`config.mk`:
```
export PLATFORM = sky130hd
export DESIGN_NAME = mvb_rr_arbiter
export DESIGN_NICKNAME = d
export VERILOG_FILES = /design/src/rtl/mvb_rr_arbiter_pkg.sv /design/src/rtl/mvb_rr_arbiter_pick.sv /design/src/rtl/mvb_rr_arbiter.sv
export SDC_FILE = /design/constraint.sdc
export NUM_CORES = 1
export LEC_CHECK = 0
export BUFFER_PORTS_ARGS = -buffer_cell sky130_fd_sc_hd__buf_2
export CAP_MARGIN = 25
export CORE_MARGIN = 2
export CORE_UTILIZATION = 41
export CTS_BUF_LIST = sky130_fd_sc_hd__clkbuf_4 sky130_fd_sc_hd__clkbuf_8 sky130_fd_sc_hd__clkbuf_16
export DETAILED_ROUTE_END_ITERATION = 10
export GPL_ROUTABILITY_DRIVEN = 0
export PLACE_DENSITY = 0.84
export SYNTH_ARGS = -nofsm -noshare
export SYNTH_HDL_FRONTEND = slang
export SYNTH_SLANG_ARGS = --single-unit
```
`constraint.sdc`:
```
create_clock -name CLK -period 3.08 [get_ports CLK]
set_input_delay 0.308 -clock CLK [delete_from_list [all_inputs] [get_ports CLK]]
set_output_delay 0.308 -clock CLK [all_outputs]
set_load 0.02 [all_outputs]
```
`src/rtl/mvb_rr_arbiter_pkg.sv`:
```
// Shared helpers for the MVB round-robin arbiter: index-width math and the
// flattened-bus slice offsets of each input.
package mvb_rr_arbiter_pkg;

  // Ceiling log2; callers guarantee n >= 2 so the result is at least 1.
  function automatic int unsigned log2(input int unsigned n);
    int unsigned r;
    r = 0;
    for (int unsigned i = 0; i < 32; i++) begin
      if ((32'd1 << i) < n) r = i + 1;
    end
    return r;
  endfunction

  function automatic int unsigned data_lsb(input int unsigned idx, input int unsigned regions,
                                           input int unsigned item_width);
    return idx * regions * item_width;
  endfunction

  function automatic int unsigned vld_lsb(input int unsigned idx, input int unsigned regions);
    return idx * regions;
  endfunction

endpackage

```
`src/rtl/mvb_rr_arbiter_pick.sv`:
```
// Combinational round-robin picker: first request strictly after last_i,
// wrapping modulo N, via a double-width rotate and a priority encoder.
module mvb_rr_pick #(
  parameter int unsigned N  = 4,
  parameter int unsigned SW = 2
) (
  input  logic [N-1:0]  req_i,
  input  logic [SW-1:0] last_i,
  output logic [N-1:0]  gnt_o,
  output logic [SW-1:0] idx_o,
  output logic          vld_o
);

  logic [2*N-1:0] dbl_rot;
  logic           found;
  int unsigned    offs;
  int unsigned    pos;

  always_comb begin
    dbl_rot = {req_i, req_i} >> (32'(last_i) + 32'd1);
    found   = 1'b0;
    offs    = 0;
    for (int unsigned k = 0; k < N; k++) begin
      if (!found && dbl_rot[k]) begin
        found = 1'b1;
        offs  = k;
      end
    end
    pos   = (32'(last_i) + 32'd1 + offs) % N;
    vld_o = found;
    idx_o = found ? SW'(pos) : '0;
    for (int unsigned k = 0; k < N; k++) begin
      gnt_o[k] = found && (pos == k);
    end
  end

endmodule

```
`src/rtl/mvb_rr_arbiter.sv`:
```
// Round-robin arbiter merging INPUTS MVB sources into one registered MVB
// output tagged with the source index; one whole word granted per cycle.
module mvb_rr_arbiter
  import mvb_rr_arbiter_pkg::*;
#(
  parameter int unsigned INPUTS     = 4,
  parameter int unsigned REGIONS    = 4,
  parameter int unsigned ITEM_WIDTH = 8,
  parameter              DEVICE     = "ULTRASCALE"
) (
  input  logic                                 CLK,
  input  logic                                 RESET,
  input  logic [INPUTS*REGIONS*ITEM_WIDTH-1:0] RX_DATA,
  input  logic [INPUTS*REGIONS-1:0]            RX_VLD,
  input  logic [INPUTS-1:0]                    RX_SRC_RDY,
  output logic [INPUTS-1:0]                    RX_DST_RDY,
  output logic [REGIONS*ITEM_WIDTH-1:0]        TX_DATA,
  output logic [REGIONS-1:0]                   TX_VLD,
  output logic [log2(INPUTS)-1:0]              TX_SEL,
  output logic                                 TX_SRC_RDY,
  input  logic                                 TX_DST_RDY
);

  localparam int unsigned SelWidth = log2(INPUTS);
  localparam int unsigned DataW    = REGIONS * ITEM_WIDTH;

  logic                unused_device;
  logic                free;
  logic [INPUTS-1:0]   pick_gnt;
  logic [SelWidth-1:0] pick_idx;
  logic                pick_vld;
  logic [DataW-1:0]    mux_data;
  logic [REGIONS-1:0]  mux_vld;

  logic [DataW-1:0]    tx_data_q, tx_data_d;
  logic [REGIONS-1:0]  tx_vld_q, tx_vld_d;
  logic [SelWidth-1:0] tx_sel_q, tx_sel_d;
  logic                tx_src_rdy_q, tx_src_rdy_d;
  logic [SelWidth-1:0] last_q, last_d;

  assign unused_device = (DEVICE == "ULTRASCALE");

  mvb_rr_pick #(
    .N  (INPUTS),
    .SW (SelWidth)
  ) u_pick (
    .req_i  (RX_SRC_RDY),
    .last_i (last_q),
    .gnt_o  (pick_gnt),
    .idx_o  (pick_idx),
    .vld_o  (pick_vld)
  );

  assign free = !tx_src_rdy_q || TX_DST_RDY;
  // Grants are suppressed during reset so a word offered then is not lost.
  assign RX_DST_RDY = (free && !RESET) ? pick_gnt : '0;

  always_comb begin
    mux_data = '0;
    mux_vld  = '0;
    for (int unsigned i = 0; i < INPUTS; i++) begin
      if (pick_gnt[i]) begin
        mux_data = RX_DATA[data_lsb(i, REGIONS, ITEM_WIDTH) +: DataW];
        mux_vld  = RX_VLD[vld_lsb(i, REGIONS) +: REGIONS];
      end
    end
  end

  always_comb begin
    tx_data_d    = tx_data_q;
    tx_vld_d     = tx_vld_q;
    tx_sel_d     = tx_sel_q;
    tx_src_rdy_d = tx_src_rdy_q;
    last_d       = last_q;
    if (free) begin
      tx_src_rdy_d = 1'b0;
      if (pick_vld) begin
        last_d = pick_idx;
        // Words with no valid region are consumed but never reach the output.
        if (|mux_vld) begin
          tx_data_d    = mux_data;
          tx_vld_d     = mux_vld;
          tx_sel_d     = pick_idx;
          tx_src_rdy_d = 1'b1;
        end
      end
    end
  end

  always_ff @(posedge CLK) begin
    if (RESET) begin
      tx_data_q    <= '0;
      tx_vld_q     <= '0;
      tx_sel_q     <= '0;
      tx_src_rdy_q <= 1'b0;
      last_q       <= SelWidth'(INPUTS - 1);
    end else begin
      tx_data_q    <= tx_data_d;
      tx_vld_q     <= tx_vld_d;
      tx_sel_q     <= tx_sel_d;
      tx_src_rdy_q <= tx_src_rdy_d;
      last_q       <= last_d;
    end
  end

  assign TX_DATA    = tx_data_q;
  assign TX_VLD     = tx_vld_q;
  assign TX_SEL     = tx_sel_q;
  assign TX_SRC_RDY = tx_src_rdy_q;

endmodule

```
==> flow_summary.json <==
{
  "cts-buffers-inserted": 5,
  "powerDensity_mw_per_mm2": 1520,
  "worst-path-stages": 12,
  "violations": "negative setup slack",
  "root_buffer": "clkbuf_8",
  "rsz0062_at_grt": "true",
  "r2r_start": "last_q[0]$_SDFFE_PP1P_",
  "globalRouteOverflowTotal": 0,
  "h-tree-depth": 2,
  "ant_nets": 0,
  "synth_largest_area_cell": "dfxtp_1",
  "clock_path_buffers": 2,
  "ctsHoldBuffers": 0,
  "fin_skew_ps": 2.93,
  "vias": 3964,
  "areaGrowthSynthToFinish_pct": 53.7,
  "clkTransAtPathRegs_ps": 80,
  "drc_errors": 0,
  "fin_crit_ps": 3110,
  "grt_usage_pct": 23.6,
  "drt-total-wl_mm": 11.8,
  "dpl-instance-area_mm2": 0.00464,
  "endpoint_kind": "primary output",
  "drt_iter0_markers": 149,
  "slowest_stage": "dfxtp_4",
  "outcome": "finished, violations left",
  "crit_path_frequent_cell": "xnor2_4",
  "synth_cell_types": 49,
  "r2r_cells": 14,
  "max_freq_mhz": 322,
  "synthTopCellsByArea": "dfxtp_1 (24%), mux2i_1 (22%), a211oi_2 (11%)",
  "crit_arrival_ps": 2800,
  "layout_common_cells": "buf_2 (192), mux2i_1 (69), dfxtp_1 (40)",
  "r2r-end": "TX_DATA[18]$_SDFFE_PP0P_",
  "syn_inst": 382,
  "crit_family": "XOR/XNOR gates",
  "die_w_um": 94.8,
  "crit_required_ps": 2770,
  "grt_pass1_wl_mm": 16.9,
  "grt_pass1_vias": 3635,
  "maxCapViolations": 0,
  "routedWlPerCell_um": 16.7,
  "hold_path_depth": 3,
  "rows": 33,
  "seq_area_um2": 825,
  "die-height_um": 94.8,
  "slew_viol_final": 0,
  "pin_count": 194,
  "synth_top_cell_area_share_pct": 24.3,
  "worstPathCellList": "or2_1 -> o211a_1 -> o21ai_2 -> ha_4 -> xnor2_4 -> xnor2_4 -> buf_12 -> xnor2_4 -> buf_8 -> buf_6 -> and3_1 -> buf_6",
  "start_util_pct": 41.7,
  "hp-start": "TX_DST_RDY",
  "drt-vias-per-instance": 5.60,
  "antenna_found_initial": 0,
  "synth_nets": 534,
  "path_buf_inv": 4,
  "nets": 754,
  "ys.flop_type": "dfxtp_1",
  "whs_endpoint": "TX_SRC_RDY$_SDFFE_PP0N_",
  "synth.ff_latch_count": 41,
  "first_pass_iters": 4,
  "fin_crit_sh_pct": 101,
  "hold_violations": 0,
  "utilization_pct": 64.1,
  "criticalPathCategory": "reg2out",
  "n_fill_cell": 684,
  "p_leak_uw": 0.00245,
  "relSlewSlack_pct": 62.4,
  "fin_setup_tns_ps": -213,
  "synth-async-reset-ratio_pct": 0,
  "core_area_mm2": 0.00809,
  "vdd_ir_drop_max_v": 0.000946,
  "yosys_warnings": 0,
  "min_path_type": "in2reg",
  "io_buffers": 193,
  "finalSetupViolCount": 14,
  "final_common_cell": "buf_2",
  "drive_gt1_share_pct": 54.1,
  "cts_tree": "done",
  "place_ws_ps": -305,
  "die_area_mm2": 0.00898,
  "power.total_uw": 7900,
  "dp_hpwl_mm": 8.72,
  "crit_fanout": 7,
  "tightest_slew_ps": 564,
  "multiInputGateArea_mm2": 0.00244,
  "ys_seq_area_share_pct": 24.3,
  "synth_area_per_cell_um2": 8.84,
  "final_area_mm2": 0.00519,
  "layout_setup_ws_ps": -28.6,
  "cts_sinks": 41,
  "critPathLaunchType": "flop",
  "critPathMaxStageDelay_ps": 370,
  "grt_max_degree": 40,
  "clock_latency_ps": 290,
  "netlist_area_mm2": 0.00338,
  "rrSetupSlack_ps": -30,
  "diodes": 0,
  "synth-edff-count": 0
}
[layer usage]
metal / share of wire [%] / vias to the layer above / global-route usage, %
met4: 1.9 / 0 / 7.85
met1: 39 / 1888 / 27.9
met5: 0 / - / 0
met3: 6.9 / 26 / 4.47
li1: - / 1878 / -
met2: 52 / 172 / 42.8
[cell families after synthesis]
group	after synthesis	share of synthesized area [%]
compound gates	131	33.2
fa+ha+maj	1	0.370
simple gates	55	7.59
xor+xnor	5	1.96
buf+inv	74	10.1
mux	75	22.4
flops	41	24.3
[timing repair]
item	in CTS	in global routing
cloned	1	2
endpoints found under the setup margin	37	41
hold endpoints to repair	0	0
resized for setup	14	41
pin swaps	15	19
buffers inserted	4	8
[sequential cells by signal, summed over array words and instances, names as in the netlist]
register	flops
TX_DATA	32
TX_SEL	2
TX_SRC_RDY	1
TX_VLD	4
last_q	2
[worst max-delay path by stage]
stage | from | endpoint | slack (ps)
6_report | last_q[0]$_SDFFE_PP1P_ | RX_DST_RDY[3] | -30
5_1_grt | last_q[0]$_SDFFE_PP1P_ | TX_DATA[15]$_SDFFE_PP0P_ | -200
4_1_cts | last_q[0]$_SDFFE_PP1P_ | RX_DST_RDY[3] | -30
3_5_place_dp | RX_SRC_RDY[3] | TX_DATA[24]$_SDFFE_PP0P_ | -310
3_3_place_gp | RX_SRC_RDY[3] | TX_DATA[29]$_SDFFE_PP0P_ | -160
2_1_floorplan | last_q[0]$_SDFFE_PP1P_ | TX_DATA[0]$_SDFFE_PP0P_ | -20
[report_power, final]
group	switching (µW)	internal, µW
Sequential	113	754
Combinational	3360	3330
Clock	195	157
[worst register-to-register path, stage by stage, from the launching register on]
cell	delay (ps)
dfxtp_4	370
or2_1	230
o211a_1	220
o21ai_2	160
ha_4	180
xnor2_4	160
xnor2_4	180
nor2_1	70
mux2_4	290
or2_4	250
a221oi_4	280
buf_6	190
clkbuf_16	170
a211oi_1	80
a211oi_2	210
[cells in the mapped netlist (all sizes together) (2+ instances only)]
| cell | n |
|---|---|
| a21o | 2 |
| o22ai | 32 |
| o21ai | 5 |
| nand2 | 13 |
| mux2i | 73 |
| nand3 | 3 |
| a21oi | 2 |
| or2 | 3 |
| and3 | 3 |
| mux2 | 2 |
| buf | 19 |
| clkbuf | 18 |
| xnor2 | 5 |
| a21boi | 3 |
| a311o | 2 |
| a32o | 4 |
| a211oi | 64 |
| nor3 | 5 |
| a311oi | 2 |
| o32ai | 2 |
| nor2b | 4 |
| nor2 | 18 |
| dfxtp | 41 |
| nor4 | 2 |
| nand2b | 4 |
| inv | 37 |
[through the flow]
step | hold slack, ps | cells
final | 370 | 708
after global routing | 392 | 708
after CTS | 361 | 698
after detailed placement | 441 | 685
after global placement | 447 | 685
after floorplan | 531 | 382
[layout make-up]
class	instances	area share, %
Inverter	37	2.68
Tap cell	105	2.53
Multi-Input combinational cell	267	47.0
Timing Repair Buffer	250	30.3
Clock buffer	5	1.33
Clock inverter	3	0.337
Sequential cell	41	15.9
(Power assumes the default switching activity.)
